### src/rtl/jtag_axi_tap_ctrl.sv
// IEEE 1149.1 TAP controller and instruction register for the JTAG-to-AXI bridge.
// The block runs the 16-state TAP FSM, shifts and latches the IR, decodes the
// opcode for the data-register block, and drives the TDO pin.
// Optional build macro JTAG_TDO_OE_EN adds a negedge-registered tdo_oe output
// and forces tdo low whenever the pin is not being driven.
//
// state            | meaning
// TEST_LOGIC_RESET | test logic reset, IR latch forced to IDCODE
// RUN_TEST_IDLE    | idle between scans
// SELECT_DR_SCAN   | choose DR scan, or go on to the IR column
// CAPTURE_DR       | DR block captures its parallel value
// SHIFT_DR         | DR block shifts, tdo follows tdo_dr_i
// EXIT1_DR         | leave shift, last DR bit still on tdo
// PAUSE_DR         | DR shift halted
// EXIT2_DR         | resume DR shift or update
// UPDATE_DR        | DR block latches its shifted value
// SELECT_IR_SCAN   | choose IR scan, or return to reset
// CAPTURE_IR       | ir_sr loads the 2'b01 capture pattern
// SHIFT_IR         | ir_sr shifts LSB first, tdo follows ir_n_q
// EXIT1_IR         | leave shift, last IR bit still on tdo
// PAUSE_IR         | IR shift halted, ir_sr held
// EXIT2_IR         | resume IR shift or update
// UPDATE_IR        | ir_ff latches ir_sr

package jtag_axi_tap_pkg;
  typedef enum logic [3:0] {
    TEST_LOGIC_RESET, RUN_TEST_IDLE,
    SELECT_DR_SCAN, CAPTURE_DR, SHIFT_DR, EXIT1_DR, PAUSE_DR, EXIT2_DR, UPDATE_DR,
    SELECT_IR_SCAN, CAPTURE_IR, SHIFT_IR, EXIT1_IR, PAUSE_IR, EXIT2_IR, UPDATE_IR
  } tap_ctrl_fsm_t;

  typedef enum logic [3:0] {
    EXTEST, SAMPLE_PRELOAD, IC_RESET, IDCODE,
    ADDR_AXI_REG, DATA_W_AXI_REG, CTRL_AXI_REG, STATUS_AXI_REG,
    BYPASS
  } ir_decoding_t;
endpackage

module jtag_axi_tap_ctrl
  import jtag_axi_tap_pkg::*;
#(
  parameter int IR_WIDTH = 4
) (
  input  logic          tck,
  input  logic          trst,
  input  logic          tms,
  input  logic          tdi,
  input  logic          tdo_dr_i,
  output logic          tdo,
  output tap_ctrl_fsm_t tap_state,
  output ir_decoding_t  ir_dec
`ifdef JTAG_TDO_OE_EN
  ,
  output logic          tdo_oe
`endif
);

  localparam logic [IR_WIDTH-1:0] IR_IDCODE   = IR_WIDTH'(3);
  localparam logic [IR_WIDTH-1:0] IR_CAPTURE  = IR_WIDTH'(1);
  localparam logic [IR_WIDTH-1:0] IR_ALL_ONES = '1;

  tap_ctrl_fsm_t       state_q;
  logic [IR_WIDTH-1:0] ir_sr_q;
  logic [IR_WIDTH-1:0] ir_ff_q;
  logic [IR_WIDTH-1:0] ir_ff_d;
  ir_decoding_t        ir_dec_q;
  logic                ir_n_q;
  logic                ir_path;
  logic                tdo_mux;

  // Opcodes above 7 (any bit from bit 3 up) and all-ones select BYPASS.
  function automatic ir_decoding_t decode_ir(input logic [IR_WIDTH-1:0] op);
    logic [IR_WIDTH+3:0] op_ext;
    op_ext = {4'b0000, op};
    if (op == IR_ALL_ONES || op_ext[IR_WIDTH+3:3] != '0) return BYPASS;
    return ir_decoding_t'(op_ext[3:0]);
  endfunction

  // TAP state transitions on tms
  always_ff @(posedge tck or posedge trst) begin
    if (trst) begin
      state_q <= TEST_LOGIC_RESET;
    end else begin
      case (state_q)
        TEST_LOGIC_RESET: state_q <= tms ? TEST_LOGIC_RESET : RUN_TEST_IDLE;
        RUN_TEST_IDLE:    state_q <= tms ? SELECT_DR_SCAN   : RUN_TEST_IDLE;
        SELECT_DR_SCAN:   state_q <= tms ? SELECT_IR_SCAN   : CAPTURE_DR;
        CAPTURE_DR:       state_q <= tms ? EXIT1_DR         : SHIFT_DR;
        SHIFT_DR:         state_q <= tms ? EXIT1_DR         : SHIFT_DR;
        EXIT1_DR:         state_q <= tms ? UPDATE_DR        : PAUSE_DR;
        PAUSE_DR:         state_q <= tms ? EXIT2_DR         : PAUSE_DR;
        EXIT2_DR:         state_q <= tms ? UPDATE_DR        : SHIFT_DR;
        UPDATE_DR:        state_q <= tms ? SELECT_DR_SCAN   : RUN_TEST_IDLE;
        SELECT_IR_SCAN:   state_q <= tms ? TEST_LOGIC_RESET : CAPTURE_IR;
        CAPTURE_IR:       state_q <= tms ? EXIT1_IR         : SHIFT_IR;
        SHIFT_IR:         state_q <= tms ? EXIT1_IR         : SHIFT_IR;
        EXIT1_IR:         state_q <= tms ? UPDATE_IR        : PAUSE_IR;
        PAUSE_IR:         state_q <= tms ? EXIT2_IR         : PAUSE_IR;
        EXIT2_IR:         state_q <= tms ? UPDATE_IR        : SHIFT_IR;
        UPDATE_IR:        state_q <= tms ? SELECT_DR_SCAN   : RUN_TEST_IDLE;
        default:          state_q <= TEST_LOGIC_RESET;
      endcase
    end
  end

  // IR shift register: capture pattern, then shift LSB first
  always_ff @(posedge tck or posedge trst) begin
    if (trst) begin
      ir_sr_q <= '0;
    end else if (state_q == CAPTURE_IR) begin
      ir_sr_q <= IR_CAPTURE;
    end else if (state_q == SHIFT_IR) begin
      ir_sr_q <= {tdi, ir_sr_q[IR_WIDTH-1:1]};
    end
  end

  // Next IR latch value; TEST_LOGIC_RESET wins over everything else
  always_comb begin
    ir_ff_d = ir_ff_q;
    if (state_q == TEST_LOGIC_RESET) ir_ff_d = IR_IDCODE;
    else if (state_q == UPDATE_IR)   ir_ff_d = ir_sr_q;
  end

  // IR latch and decode register; decoding the next latch value lets ir_dec
  // become valid in the cycle right after UPDATE_IR / TEST_LOGIC_RESET
  always_ff @(posedge tck or posedge trst) begin
    if (trst) begin
      ir_ff_q  <= IR_IDCODE;
      ir_dec_q <= IDCODE;
    end else begin
      ir_ff_q  <= ir_ff_d;
      ir_dec_q <= decode_ir(ir_ff_d);
    end
  end

  // Negedge copy of the IR serial output so tdo changes on the falling edge
  always_ff @(negedge tck or posedge trst) begin
    if (trst) ir_n_q <= 1'b0;
    else      ir_n_q <= ir_sr_q[0];
  end

  assign ir_path   = (state_q == SHIFT_IR) || (state_q == EXIT1_IR);
  assign tdo_mux   = ir_path ? ir_n_q : tdo_dr_i;
  assign tap_state = state_q;
  assign ir_dec    = ir_dec_q;

`ifdef JTAG_TDO_OE_EN
  logic tdo_oe_q;

  // Output enable follows the shift/exit1 states, aligned to the falling edge
  always_ff @(negedge tck or posedge trst) begin
    if (trst) tdo_oe_q <= 1'b0;
    else      tdo_oe_q <= ir_path || (state_q == SHIFT_DR) || (state_q == EXIT1_DR);
  end

  assign tdo_oe = tdo_oe_q;
  assign tdo    = tdo_oe_q & tdo_mux;
`else
  assign tdo    = tdo_mux;
`endif

endmodule

### config.mk
export PLATFORM = sky130hd
export DESIGN_NAME = jtag_axi_tap_ctrl
export DESIGN_NICKNAME = d
export VERILOG_FILES = /design/src/rtl/jtag_axi_tap_ctrl.sv
export SDC_FILE = /design/constraint.sdc
export NUM_CORES = 1
export LEC_CHECK = 0
export BUFFER_PORTS_ARGS = -buffer_cell sky130_fd_sc_hd__buf_2
export CAP_MARGIN = 40
export CORE_AREA = 2 2 48 50
export CTS_BUF_LIST = sky130_fd_sc_hd__clkbuf_4 sky130_fd_sc_hd__clkbuf_8
export CTS_CLUSTER_DIAMETER = 120
export CTS_CLUSTER_SIZE = 40
export DETAILED_ROUTE_END_ITERATION = 7
export DIE_AREA = 0 0 50 52
export PLACE_DENSITY = 0.65
export SLEW_MARGIN = 30
export SYNTH_ARGS = -nofsm -noshare
export SYNTH_HDL_FRONTEND = slang
export SYNTH_SLANG_ARGS = --single-unit
### constraint.sdc
create_clock -name tck -period 1.7 [get_ports tck]
set_input_delay 0.51 -clock tck [delete_from_list [all_inputs] [get_ports tck]]
set_output_delay 0.51 -clock tck [all_outputs]
set_load 0.01 [all_outputs]
==> results by group, run 1 <==
Pwr
  – Logic pwr share: 0.510
  – Sw Share: 0.437
  – LEAKAGE: 0.471 nW
  – Clk pwr share: 0.121
  – Pint: 1.11 mW
  – Power consumption: 1.98 mW
  – P per Cell Area: 1920 nW/um2
  – Sequential power share: 0.370
  – Peak supply drop: 793 uV
  – Net Switching: 865 uW

Setup path
  – Crit path capture type: primary output
  – Worst r2r src: tap_state[0]
  – R2R Setup Slk: 180 ps
  – CP Max Fanout: 2
  – Slowest-stage cell, CP: dfrtn_1
  – CP top delay family: flip-flops
  – Buf+Inv Stages, Crit Path: 1
  – Worst Setup Start Kind: register
  – CP Data Arrival Time: 1990 ps
  – R2R cell count: 6
  – Crit Path Category: reg -> out
  – Critical path, cell by cell: nor3_2, nand3_1, o21ai_1, a21oi_2, buf_2
  – Critical Path RT: 1190 ps
  – CP max stage delay: 370 ps
  – Reg-to-reg endpoint: ir_dec[2]

Synth
  – Post-synth EDFFs: 0
  – Ys async rst share: 1.00
  – Syn_area_per_cell: 9.06 um2
  – Cells after synthesis: 95
  – Synthesized area: 861 um2
  – Number of synthesis warnings: 0
  – Dominant synthesized flop cell: dfrtp_1
  – Synth Net Count: 100
  – Synth Register Bits: 17
  – Seq/Total Area, Yosys: 0.500
  – Yosys cell types: 32

Global routing
  – First-pass GRT wire length: 3210 um
  – Pin count of the biggest net entering global routing: 17
  – GRT Overall Usage: 0.169
  – GRT Residual Overflow: 0
  – Number of global-route vias before repair: 680
  – Initial antenna violation count: 0

Die
  – Die area: 2600 um2
  – IO Pins: 14
  – Core Area: 2110 um2
  – Chip width: 50 um
  – # rows: 17
  – Initial core utilization: 0.409
  – Die span in y: 52 um

Clock network
  – Clock Latency Late Sink: 300 ps
  – Clock buffer depth: 2
  – Clk pin slew, worst setup/hold paths: 110 ps
  – Total clock buffers created by CTS: 3
  – H-tree levels: 1
  – CTS tree: built
  – Hold buffer count at cts: 0
  – Root buf cell: clkbuf_4
  – CTS Sinks: 17

STA
  – Setup TNS: -804 ps
  – Clk_skew: 3.88 ps
  – Post-route setup slack: -804 ps
  – Worst-margin pin slew: 349 ps
  – Final slew viol count: 0
  – RSZ-0062 raised after global routing: true
  – Final setup fails: 1
  – Count of final hold-check violations: 0
  – Slew HR: 0.766

Route
  – DRC: 0
  – Final wirelength: 1900 um
  – Vias/cell: 5.39
  – Antenna viol nets, final: 0
  – Vias post-DR: 766
  – DR pass1 iterations: 4
  – Initial DRC count: 15
  – WL/cell: 13.4 um

Finish
  – Final nets: 120
  – Ant diodes: 0
  – Register area: 433 um2
  – Area of the multi-input gates: 375 um2
  – Layout fillers: 207
  – Layout cells sized above 1: 0.333
  – Synth-to-Final Area Change: 19.9%

Placement
  – Port Buf Inserts: 13
  – Dpl hpwl: 1380 um
  – Gpl congestion: 0.805

Hold path
  – Worst min-delay path category: in -> async

Status
  – Failing checks: setup timing
  – Status: finished with violations

Flow run
  – Max_cap viols: 0
power groups by stage:
| stage | registers, mW | clock network (mW) | logic (mW) |
|---|---|---|---|
| floorplan | 0.724 | 0 | 0.679 |
| finish | 0.732 | 0.239 | 1.01 |
| CTS | 0.726 | 0.243 | 1.01 |
| detailed placement | 0.735 | 0 | 0.998 |
| global route | 0.749 | 0.257 | 1.14 |
| global placement | 0.725 | 0 | 0.971 |
flip-flops by register name (all words and copies together) (netlist names):
name       count
ir_ff_q        4
ir_n_q         1
tap_state      4
ir_sr_q        4
ir_dec         4
tightest hold or removal path, cell delays in order:
cell,delay [ps]
buf_2,110
inv_1,90
buf_4,260
how the worst max path moves through the flow:
| stage | from | to | slack [ps] | cells past startpoint |
|---|---|---|---|---|
| 2_1_floorplan | ir_n_q | tdo | -350 | 4 |
| 3_3_place_gp | ir_n_q | tdo | -450 | 5 |
| 3_5_place_dp | ir_n_q | tdo | -540 | 5 |
| 4_1_cts | ir_n_q | tdo | -820 | 5 |
| 5_1_grt | ir_n_q | tdo | -860 | 5 |
| 6_report | ir_n_q | tdo | -800 | 5 |
layer usage:
metal	share of wire	global-route usage
met1	0.49	0.221
met4	0.019	0.0972
met3	0.041	0.0316
met5	0	0
met2	0.45	0.259
Yosys cell counts (2+ instances only):
library cell  number  area share
nand3_1            5       0.029
o21ai_0           11       0.064
and2_1             2       0.015
a21oi_1            8       0.047
clkbuf_1           2      0.0087
a22oi_1            2       0.017
dfstp_2            4        0.12
inv_1              6       0.026
nor2_1             5       0.022
o22ai_1            4       0.029
nor3_1             5       0.029
buf_2              3       0.017
dfrtp_1           12        0.35
nand2_1            8       0.035
repair_timing:
action | in CTS | in global routing
setup buffers | 1 | 0
gates cloned | 0 | 0
resized for setup | 2 | 1
setup endpoints to repair | 2 | 2
cell families after synthesis:
kind of cell,after synthesis,synth area share
compound gates,33,0.237
xor+xnor,1,0.0102
buf+inv,14,0.0741
flops,17,0.500
simple gates,30,0.179
stage by stage:
| step | utilization | hold slack (ps) | instance area (um2) | std cells | worst slack (ps) |
|---|---|---|---|---|---|
| 2_1_floorplan | - | 433 | 865 | 95 | -354 |
| 3_3_place_gp | 0.472 | 499 | 995 | 138 | -449 |
| 3_5_place_dp | 0.472 | 508 | 995 | 138 | -538 |
| 4_1_cts | 0.490 | 283 | 1030 | 142 | -819 |
| 5_1_grt | 0.490 | 303 | 1030 | 142 | -864 |
| 6_report | 0.490 | 274 | 1030 | 142 | -804 |
cells in the final DEF, fill, tap and decap left out, drive strengths merged, types with 2 or more instances in the layout:
cell,count
nor3,6
nor2,5
buf,22
dfstp,4
and2,2
o21ai,11
clkbuf,3
nand3,5
nand2,8
a22oi,2
inv,7
o22ai,4
a21oi,8
dfrtp,12
layout make-up:
type / instances / share of cell area
Tap cell: 28 / 0.0339
Clock inverter: 1 / 0.00727
Sequential cell: 17 / 0.419
Clock buffer: 3 / 0.0218
Inverter: 7 / 0.0255
Timing Repair Buffer: 22 / 0.128
Multi-Input combinational cell: 64 / 0.364
Power figures use the tool's default switching activity.
==> run 2, diff against run 1 <==
--- a/config.mk
+++ b/config.mk
@@ -13,6 +13,7 @@
 export CTS_CLUSTER_SIZE = 40
 export DETAILED_ROUTE_END_ITERATION = 7
 export DIE_AREA = 0 0 50 52
+export GPL_TIMING_DRIVEN = 0
 export PLACE_DENSITY = 0.65
 export SLEW_MARGIN = 30
 export SYNTH_ARGS = -nofsm -noshare
==> results by group, run 2 (synthesis results as in run 1) <==
STA
  – Setup TNS: -819 ps (was -804 ps)
  – Clk_skew: 8.54 ps (was 3.88 ps)
  – Slew HR: 0.596 (was 0.766)
  – Post-route setup slack: -819 ps (was -804 ps)
  – Final slew viol count: 0 (unchanged)
  – Worst-margin pin slew: 606 ps (was 349 ps)
  – RSZ-0062 raised after global routing: true (unchanged)
  – Count of final hold-check violations: 0 (unchanged)
  – Final setup fails: 1 (unchanged)
  – Final hold slack: 260 ps (was 274 ps)

Finish
  – Layout cells sized above 1: 0.286 (was 0.333)
  – Ant diodes: 0 (unchanged)
  – Synth-to-Final Area Change: 16.6% (was 19.9%)
  – Commonest non-fill, non-tap cells in the layout: 16 x buf_2, 12 x dfrtp_1, 10 x o21ai_0 (was 13 x buf_2, 10 x o21ai_0, 10 x dfrtp_1)
  – Commonest non-fill, non-tap cell in the layout: buf_2 (unchanged)
  – Final nets: 118 (was 120)

Setup path
  – Critical path, cell by cell: nor3_2, nand3_1, o21ai_2, a21oi_2, buf_2 (was nor3_2, nand3_1, o21ai_1, a21oi_2, buf_2)
  – Crit path capture type: primary output (unchanged)
  – Slowest-stage cell, CP: dfrtn_1 (unchanged)
  – Critical Path RT: 1190 ps (about the same)
  – CP max stage delay: 440 ps (was 370 ps)
  – CP top delay family: flip-flops (unchanged)
  – Worst Setup Start Kind: register (unchanged)
  – Crit Path Category: reg -> out (unchanged)
  – CP Max Fanout: 2 (unchanged)
  – CP Data Arrival Time: 2010 ps (was 1990 ps)
  – Buf+Inv Stages, Crit Path: 1 (unchanged)

Clock network
  – H-tree levels: 1 (unchanged)
  – CTS Sinks: 17 (unchanged)
  – Root buf cell: clkbuf_4 (unchanged)
  – Clock Latency Late Sink: 300 ps (about the same)
  – Total clock buffers created by CTS: 3 (unchanged)
  – Clk pin slew, worst setup/hold paths: 100 ps (was 110 ps)
  – Hold buffer count at cts: 0 (unchanged)
  – Clock buffer depth: 2 (unchanged)
  – Post-CTS Setup Inserts: 0 (was 1)
  – CTS tree: built (unchanged)

Hold path
  – Worst min-delay path category: in -> async (unchanged)

Global routing
  – Initial antenna violation count: 0 (unchanged)
  – GRT Overall Usage: 0.166 (was 0.169)
  – First-pass GRT wire length: 3110 um (was 3210 um)
  – Pin count of the biggest net entering global routing: 18 (was 17)
  – Number of global-route vias before repair: 704 (was 680)
  – GRT Residual Overflow: 0 (unchanged)

Die
  – Die span in y: 52 um (unchanged)
  – # rows: 17 (unchanged)
  – Chip width: 50 um (unchanged)
  – IO Pins: 14 (unchanged)
  – Core Area: 2110 um2 (unchanged)
  – Die area: 2600 um2 (unchanged)
  – Initial core utilization: 0.409 (unchanged)

Placement
  – Dpl hpwl: 1250 um (was 1380 um)
  – Worst slack, placed: -506 ps (was -538 ps)
  – Port Buf Inserts: 13 (unchanged)
  – Gpl congestion: 0.821 (was 0.805)

Pwr
  – LEAKAGE: 0.458 nW (was 0.471 nW)
  – Peak supply drop: 848 uV (was 793 uV)
  – P per Cell Area: 1920 nW/um2 (about the same)

Status
  – Failing checks: setup timing (unchanged)
  – Status: finished with violations (unchanged)

Route
  – Vias post-DR: 784 (was 766)
  – Initial DRC count: 40 (was 15)
  – WL/cell: 13.0 um (was 13.4 um)
  – Final wirelength: 1830 um (was 1900 um)
  – DR pass1 iterations: 4 (unchanged)
  – Vias/cell: 5.60 (was 5.39)
  – DRC: 0 (unchanged)
  – Antenna viol nets, final: 0 (unchanged)

Flow run
  – Max_cap viols: 0 (unchanged)
-- run 2: metal layers --
layer / GRT usage / share of wire
met5: 0 / 0
met3: 0.0259 / 0.060
met2: 0.263 / 0.48
met1: 0.206 / 0.43
met4: 0.116 / 0.029
-- run 2: final cells by class --
cell class,instances,area [um2]
inverters,7,26.3
fillers,195,1100
clock buffers,4,30.0
multi-input cells,64,379
flip-flops and latches,17,430
plain buffers,7,37.5
well taps,28,35.0
repair buffers,13,65.1
-- run 2: worst reg2reg max path: stages (launching register included) --
cell and delay (ps):
dfrtp_1 350, buf_2 210, buf_1 380, a21oi_1 140, o22ai_1 190, a21oi_1 110
-- run 2: worst paths after layout --
path / endpoint / slack (ps) / from / depth (start not counted)
max in group asynchronous: ir_n_q / 280 / trst / 2
setup / recovery: tdo / -820 / ir_n_q / 5
hold reg to reg: ir_sr_q[2] / 520 / ir_sr_q[2] / 2
min in group tck: ir_sr_q[3] / 450 / tdi / 3
setup reg to reg: tap_state[0] / 210 / tap_state[1] / 5
hold / removal: tap_state[3] / 260 / trst / 2
-- run 2: timing repair --
| action | 4_1_cts | 5_1_grt |
|---|---|---|
| resized for setup | 1 | 1 |
| endpoints found under the hold margin | 0 | 0 |
| endpoints found under the setup margin | 1 | 1 |
-- run 2: where the power goes --
group / leakage (nW) / internal (mW) / switching, mW / total, mW
combinational: 0.229 / 0.380 / 0.594 / 0.974
clock: 0.0184 / 0.107 / 0.131 / 0.238
sequential: 0.211 / 0.584 / 0.128 / 0.712
-- run 2: per-stage QoR --
stage / area, um2 / std cells / utilization / power [mW]
global route: 1000 / 140 / 0.477 / 2.08
global placement: 965 / 136 / 0.458 / 1.64
CTS: 1000 / 140 / 0.475 / 1.91
finish: 1000 / 140 / 0.477 / 1.92
floorplan: 865 / 95 / - / 1.40
detailed placement: 965 / 136 / 0.458 / 1.66
